**src/rtl/mode_counter_if.sv**
```systemverilog
// Bus bundle for mode_counter: control/config inputs from the master,
// registered count and status back from the counter.
interface mode_counter_if #(
  parameter int WIDTH = 8
);
  logic             en;
  logic             load;
  logic [WIDTH-1:0] load_val;
  logic             up;
  logic [1:0]       mode;
  logic [WIDTH-1:0] limit;
  logic [WIDTH-1:0] step;
  logic [WIDTH-1:0] count;
  logic             tc;
  logic             done;
  logic             busy;

  modport master (
    output en, load, load_val, up, mode, limit, step,
    input  count, tc, done, busy
  );

  modport slave (
    input  en, load, load_val, up, mode, limit, step,
    output count, tc, done, busy
  );
endinterface

```
**src/rtl/mode_counter.sv**
```systemverilog
// Bounded up/down step counter with free-run, saturate and one-shot modes.
// Define MODE_COUNTER_PRESCALE_EN to step only on every PRESCALE-th enabled cycle.
module mode_counter #(
  parameter int WIDTH    = 8,
  parameter int PRESCALE = 4
) (
  input  logic           clk,
  input  logic           rst,
  mode_counter_if.slave  bus
);

  typedef enum logic [1:0] {IDLE, RUN, DONE} state_e;

  state_e           state_q;
  logic [WIDTH-1:0] count_q;
  logic             tc_q;
  logic             done_q;
  logic             busy_q;

  logic [WIDTH-1:0] count_d;
  logic             tc_d;
  logic             oneShotEnd;
  logic [1:0]       modeEff;
  logic [WIDTH:0]   sumWide;
  logic             tick;

  // Candidate result of a step; the extra sum bit keeps overflow visible.
  always_comb begin
    modeEff    = (bus.mode == 2'b11) ? 2'b00 : bus.mode;
    sumWide    = {1'b0, count_q} + {1'b0, bus.step};
    count_d    = count_q;
    tc_d       = 1'b0;
    oneShotEnd = 1'b0;
    if (bus.step != '0) begin
      if (bus.up) begin
        if (sumWide > {1'b0, bus.limit}) begin
          case (modeEff)
            2'b01: begin
              count_d = bus.limit;
              tc_d    = (count_q != bus.limit);
            end
            2'b10: begin
              count_d    = bus.limit;
              tc_d       = 1'b1;
              oneShotEnd = 1'b1;
            end
            default: begin
              count_d = '0;
              tc_d    = 1'b1;
            end
          endcase
        end else begin
          count_d = sumWide[WIDTH-1:0];
        end
      end else begin
        if (count_q < bus.step) begin
          case (modeEff)
            2'b01: begin
              count_d = '0;
              tc_d    = (count_q != '0);
            end
            2'b10: begin
              count_d    = '0;
              tc_d       = 1'b1;
              oneShotEnd = 1'b1;
            end
            default: begin
              count_d = bus.limit;
              tc_d    = 1'b1;
            end
          endcase
        end else begin
          count_d = count_q - bus.step;
        end
      end
    end
  end

`ifdef MODE_COUNTER_PRESCALE_EN
  localparam int DivW = (PRESCALE > 1) ? $clog2(PRESCALE) : 1;
  localparam logic [DivW-1:0] DivLast = DivW'(PRESCALE - 1);

  logic [DivW-1:0] div_q;
  logic            enterDone;

  assign tick      = (div_q == DivLast);
  assign enterDone = bus.en && tick && (state_q != DONE) && oneShotEnd;

  // Divider advances only on enabled cycles outside DONE.
  always_ff @(posedge clk) begin
    if (rst || bus.load || enterDone) begin
      div_q <= '0;
    end else if (bus.en && (state_q != DONE)) begin
      div_q <= tick ? '0 : div_q + 1'b1;
    end
  end
`else
  assign tick = (PRESCALE >= 1) ? 1'b1 : 1'b1;
`endif

  always_ff @(posedge clk) begin
    if (rst) begin
      state_q <= IDLE;
      count_q <= '0;
      tc_q    <= 1'b0;
      done_q  <= 1'b0;
      busy_q  <= 1'b0;
    end else if (bus.load) begin
      state_q <= IDLE;
      count_q <= (bus.load_val > bus.limit) ? bus.limit : bus.load_val;
      tc_q    <= 1'b0;
      done_q  <= 1'b0;
      busy_q  <= 1'b0;
    end else begin
      tc_q <= 1'b0;
      case (state_q)
        IDLE, RUN: begin
          if (bus.en) begin
            state_q <= RUN;
            busy_q  <= 1'b1;
            if (tick) begin
              count_q <= count_d;
              tc_q    <= tc_d;
              if (oneShotEnd) begin
                state_q <= DONE;
                busy_q  <= 1'b0;
                done_q  <= 1'b1;
              end
            end
          end
        end
        DONE: begin
          state_q <= DONE;
        end
        default: begin
          state_q <= IDLE;
          busy_q  <= 1'b0;
        end
      endcase
    end
  end

  assign bus.count = count_q;
  assign bus.tc    = tc_q;
  assign bus.done  = done_q;
  assign bus.busy  = busy_q;

endmodule

```
**src/flat_wrapper.sv**
```systemverilog
// flat-port wrapper written by rule: the top's interface ports become plain ports
module mode_counter_flat 
#(
  parameter int WIDTH    = 8,
  parameter int PRESCALE = 4
)
  (clk, rst, bus_en, bus_load, bus_load_val, bus_up, bus_mode, bus_limit, bus_step, bus_count, bus_tc, bus_done, bus_busy);
  mode_counter_if #(.WIDTH(WIDTH)) bus_i ();
  input  logic clk;
  input  logic rst;
  input wire logic [$bits(bus_i.en)-1:0] bus_en;
  input wire logic [$bits(bus_i.load)-1:0] bus_load;
  input wire logic [$bits(bus_i.load_val)-1:0] bus_load_val;
  input wire logic [$bits(bus_i.up)-1:0] bus_up;
  input wire logic [$bits(bus_i.mode)-1:0] bus_mode;
  input wire logic [$bits(bus_i.limit)-1:0] bus_limit;
  input wire logic [$bits(bus_i.step)-1:0] bus_step;
  output wire logic [$bits(bus_i.count)-1:0] bus_count;
  output wire logic [$bits(bus_i.tc)-1:0] bus_tc;
  output wire logic [$bits(bus_i.done)-1:0] bus_done;
  output wire logic [$bits(bus_i.busy)-1:0] bus_busy;
  assign bus_i.en = bus_en;
  assign bus_i.load = bus_load;
  assign bus_i.load_val = bus_load_val;
  assign bus_i.up = bus_up;
  assign bus_i.mode = bus_mode;
  assign bus_i.limit = bus_limit;
  assign bus_i.step = bus_step;
  assign bus_count = bus_i.count;
  assign bus_tc = bus_i.tc;
  assign bus_done = bus_i.done;
  assign bus_busy = bus_i.busy;
  mode_counter #(.WIDTH(WIDTH), .PRESCALE(PRESCALE)) u_core (.clk(clk), .rst(rst), .bus(bus_i));
endmodule
```
**config.mk**
```make
export PLATFORM = sky130hd
export DESIGN_NAME = mode_counter_flat
export DESIGN_NICKNAME = d
export VERILOG_FILES = /design/src/rtl/mode_counter_if.sv /design/src/rtl/mode_counter.sv /design/src/flat_wrapper.sv
export SDC_FILE = /design/constraint.sdc
export NUM_CORES = 1
export LEC_CHECK = 0
export CORE_ASPECT_RATIO = 1.2
export CORE_MARGIN = 2
export CORE_UTILIZATION = 39
export CTS_CLUSTER_DIAMETER = 60
export DETAILED_ROUTE_END_ITERATION = 8
export DONT_BUFFER_PORTS = 1
export PLACE_DENSITY = 0.52
export SLEW_MARGIN = 20
export SYNTH_ARGS = -nofsm -noshare
export SYNTH_HDL_FRONTEND = slang
export SYNTH_SLANG_ARGS = --single-unit
```
**constraint.sdc**
```tcl
create_clock -name clk -period 5.9 [get_ports clk]
set_input_delay 1.77 -clock clk [delete_from_list [all_inputs] [get_ports clk]]
set_output_delay 1.77 -clock clk [all_outputs]
set_load 0.005 [all_outputs]
```
==> impl_metrics.tcl <==
set metrics [dict create \
    outcome "complete, no violations" \
    dieArea_sq_um 7000 \
    final_cells 390 \
    gp_congestion 0.832 \
    worst_slew_pin_slew_ns 0.684 \
    antenna_found_initial 0 \
    critPathLaunchType "input pin" \
    ff_latch_area_sq_um 260 \
    synth_warnings 0 \
    crit_type "input pin to flop" \
    synthArstFlopShare_pct 0 \
    skew_ns 0.00366 \
    most-common-layout-cells "34 x ha_1, 31 x inv_1, 27 x nor2_1" \
    seq_area_frac_synth_pct 10.5 \
    vdd_drop_max_v 0.0000712 \
    clock_sinks 13 \
    p_per_area_nw_per_um2 198 \
    end_kind "flop" \
    core_area_sq_um 6090 \
    dp_hpwl_um 6060 \
    min_period_over_period_pct 86.3 \
    layout_commonest_cell "ha_1" \
    clkTransAtPathRegs_ns 0.06 \
    ctsLongestPathBuffers 2 \
    drv_slew 0 \
    grt.overflow.total 0 \
    cts_tree "done" \
    dieWidth_um 76.7 \
    finish.instance_area_sq_um 2510 \
    area_delta_synth_final_pct 1.57 \
    dominantRegCellSynth "dfxtp_1" \
    numCtsBuffers 3 \
    fin_crit_ns 5.09 \
    syn_nets 382 \
    rsz0062_at_grt "no" \
    dp_cells 386 \
    synth_cell_types 67 \
    grt_use_total_pct 21.6 \
    wirelength_um 7560 \
    netlist_area_sq_um 2470 \
    synth_edf_count 0 \
    drcViolationCount 0 \
    drive_gt1_share_pct 6.49 \
    fin_nets 376 \
    avgSynthCellArea_sq_um 7.86 \
    vias 2396 \
    required_ns 6.04 \
    io_pins 42 \
    arrival_ns 5.23 \
    ant_nets 0 \
    hp-class "flop to flop" \
    setup-violations-final 0 \
    clock_latency_ns 0.25 \
    rows 31 \
    place_area_sq_um 2470 \
    first_pass_iters 4 \
    cts_resized 0 \
    multi_input_area_sq_um 1980 \
    grt_max_degree 21 \
    final_hold_viol_count 0 \
    worstPathMaxFanout 16 \
    numPortBuffers 0 \
    root_buffer "clkbuf_8" \
    max_cap_viol_count 0 \
    fp.dieH_um 91.3 \
    synthCells 315 \
    diodes 0 \
    initial_core_util_pct 40.6 \
    maxSlewHeadroom_pct 53.9 \
    p_leak_nw 1.10 \
    fin_setup_tns_ns 0 \
    fmax_mhz 196 \
    ys_ff_latch 13 \
    drt_iter0_drc 173 \
    grt_pass1_vias 2332 \
    postCtsHoldBufs 0 \
    post_cts_buffers 0 \
    post_drt_wl_per_cell_um 19.4 \
    h-tree-depth 1 \
    num-fill-cells 666 \
    grt_pass1_wl_um 12200 \
    viasPerCell 6.14 \
]
layout make-up:
cell class                      instances  share of cell area (%)
Timing Repair Buffer                    1                   0.299
Clock buffer                            4                    1.79
Sequential cell                        13                    10.4
Multi-Input combinational cell        259                    78.8
Tap cell                               82                    4.08
Inverter                               31                    4.63
worst max-delay path, cell delays in order:
cell and delay (ns):
ha_1 0.19, fa_1 0.44, nand2b_4 0.11, a221oi_4 0.07, o21bai_1 0.17, a21boi_0 0.13
or2_2 0.32, ha_1 0.29, nand3_1 0.10, o32ai_1 0.40, and3_1 0.63, a211oi_1 0.20
a2111oi_0 0.40
worst paths after layout:
path | slack [ns] | depth (start not counted) | endpoint | startpoint
hold / removal | 0.46 | 2 | u_core.bus.done$_SDFFE_PP0P_ | u_core.bus.done$_SDFFE_PP0P_
setup reg to reg | 1.82 | 11 | u_core.state_q[0]$_SDFFE_PP0P_ | u_core.bus.count[1]$_SDFFE_PP0P_
hold reg to reg | 0.46 | 2 | u_core.bus.done$_SDFFE_PP0P_ | u_core.bus.done$_SDFFE_PP0P_
setup / recovery | 0.81 | 13 | u_core.state_q[0]$_SDFFE_PP0P_ | bus_step[0]
sequential cells by signal, summed over array words and instances (netlist names):
register	flops
u_core.bus.tc	1
u_core.bus.busy	1
u_core.bus.done	1
u_core.state_q	2
u_core.bus.count	8
kinds of logic (layout without fill, tap and decap cells):
kind of cell,count (synthesis),count (layout),share of synthesized area (%)
buf+inv,43,36,9.40
xor+xnor,14,14,4.95
mux,4,4,1.67
compound gates,100,100,31.0
simple gates,105,105,23.6
flops,13,13,10.5
fa+ha+maj,36,36,18.8
report_power, final:
group          leakage (nW)  switching [W]  internal (W)
clock network        0.0228      0.0000379     0.0000479
logic                 0.971       0.000170      0.000126
registers             0.107      0.0000189     0.0000965
stage by stage:
step | utilization, % | total power [W] | setup WS, ns | hold slack, ns
final | 41.3 | 0.000497 | 0.806 | 0.464
after detailed placement | 40.5 | 0.000407 | 0.590 | 0.460
after CTS | 41.3 | 0.000493 | 0.849 | 0.461
after global placement | 40.5 | 0.000408 | 0.666 | 0.451
after floorplan | - | 0.000365 | 1.13 | 0.431
after global routing | 41.3 | 0.000533 | 0.527 | 0.505
per-layer routing:
metal / wire (um) / share of wire [%] / up-vias / track usage [%]
met5: 0 / 0 / - / 0
met4: 134 / 1.8 / 0 / 6.06
met3: 393 / 5.2 / 11 / 2.88
met2: 3620 / 48 / 66 / 37.0
met1: 3410 / 45 / 1138 / 28.2
li1: - / - / 1181 / -
cells in the mapped netlist (2+ instances only):
cell type / n / area (sq um)
nand2b_1: 5 / 31.3
nor3b_1: 7 / 52.6
or2_2: 6 / 37.5
dfxtp_1: 13 / 260
o21a_1: 2 / 15.0
a211o_1: 2 / 17.5
o22a_1: 2 / 17.5
buf_6: 6 / 67.6
o211a_1: 4 / 40.0
nor4_1: 6 / 37.5
a21boi_0: 2 / 15.0
clkbuf_8: 2 / 27.5
and3_1: 7 / 43.8
ha_1: 34 / 425
inv_1: 31 / 116
o21bai_1: 3 / 22.5
o21ai_0: 22 / 110
nor2b_1: 4 / 25.0
a311oi_1: 3 / 26.3
o311ai_0: 2 / 17.5
o311a_1: 3 / 30.0
o31a_1: 5 / 43.8
a221oi_1: 4 / 35.0
clkbuf_1: 2 / 7.51
o22ai_1: 3 / 18.8
o32ai_1: 3 / 26.3
xor2_1: 7 / 61.3
nand2_1: 11 / 41.3
a211oi_1: 6 / 45.0
nand4_1: 7 / 43.8
a32o_1: 3 / 30.0
o211ai_1: 3 / 22.5
nor2_1: 27 / 101
nor3_1: 4 / 20.0
o31ai_1: 3 / 22.5
mux2i_1: 3 / 30.0
nand3_1: 9 / 45.0
fa_1: 2 / 40.0
a21oi_1: 13 / 65.1
xnor2_1: 7 / 61.3
Note: power is estimated with default switching activity, not from simulation.
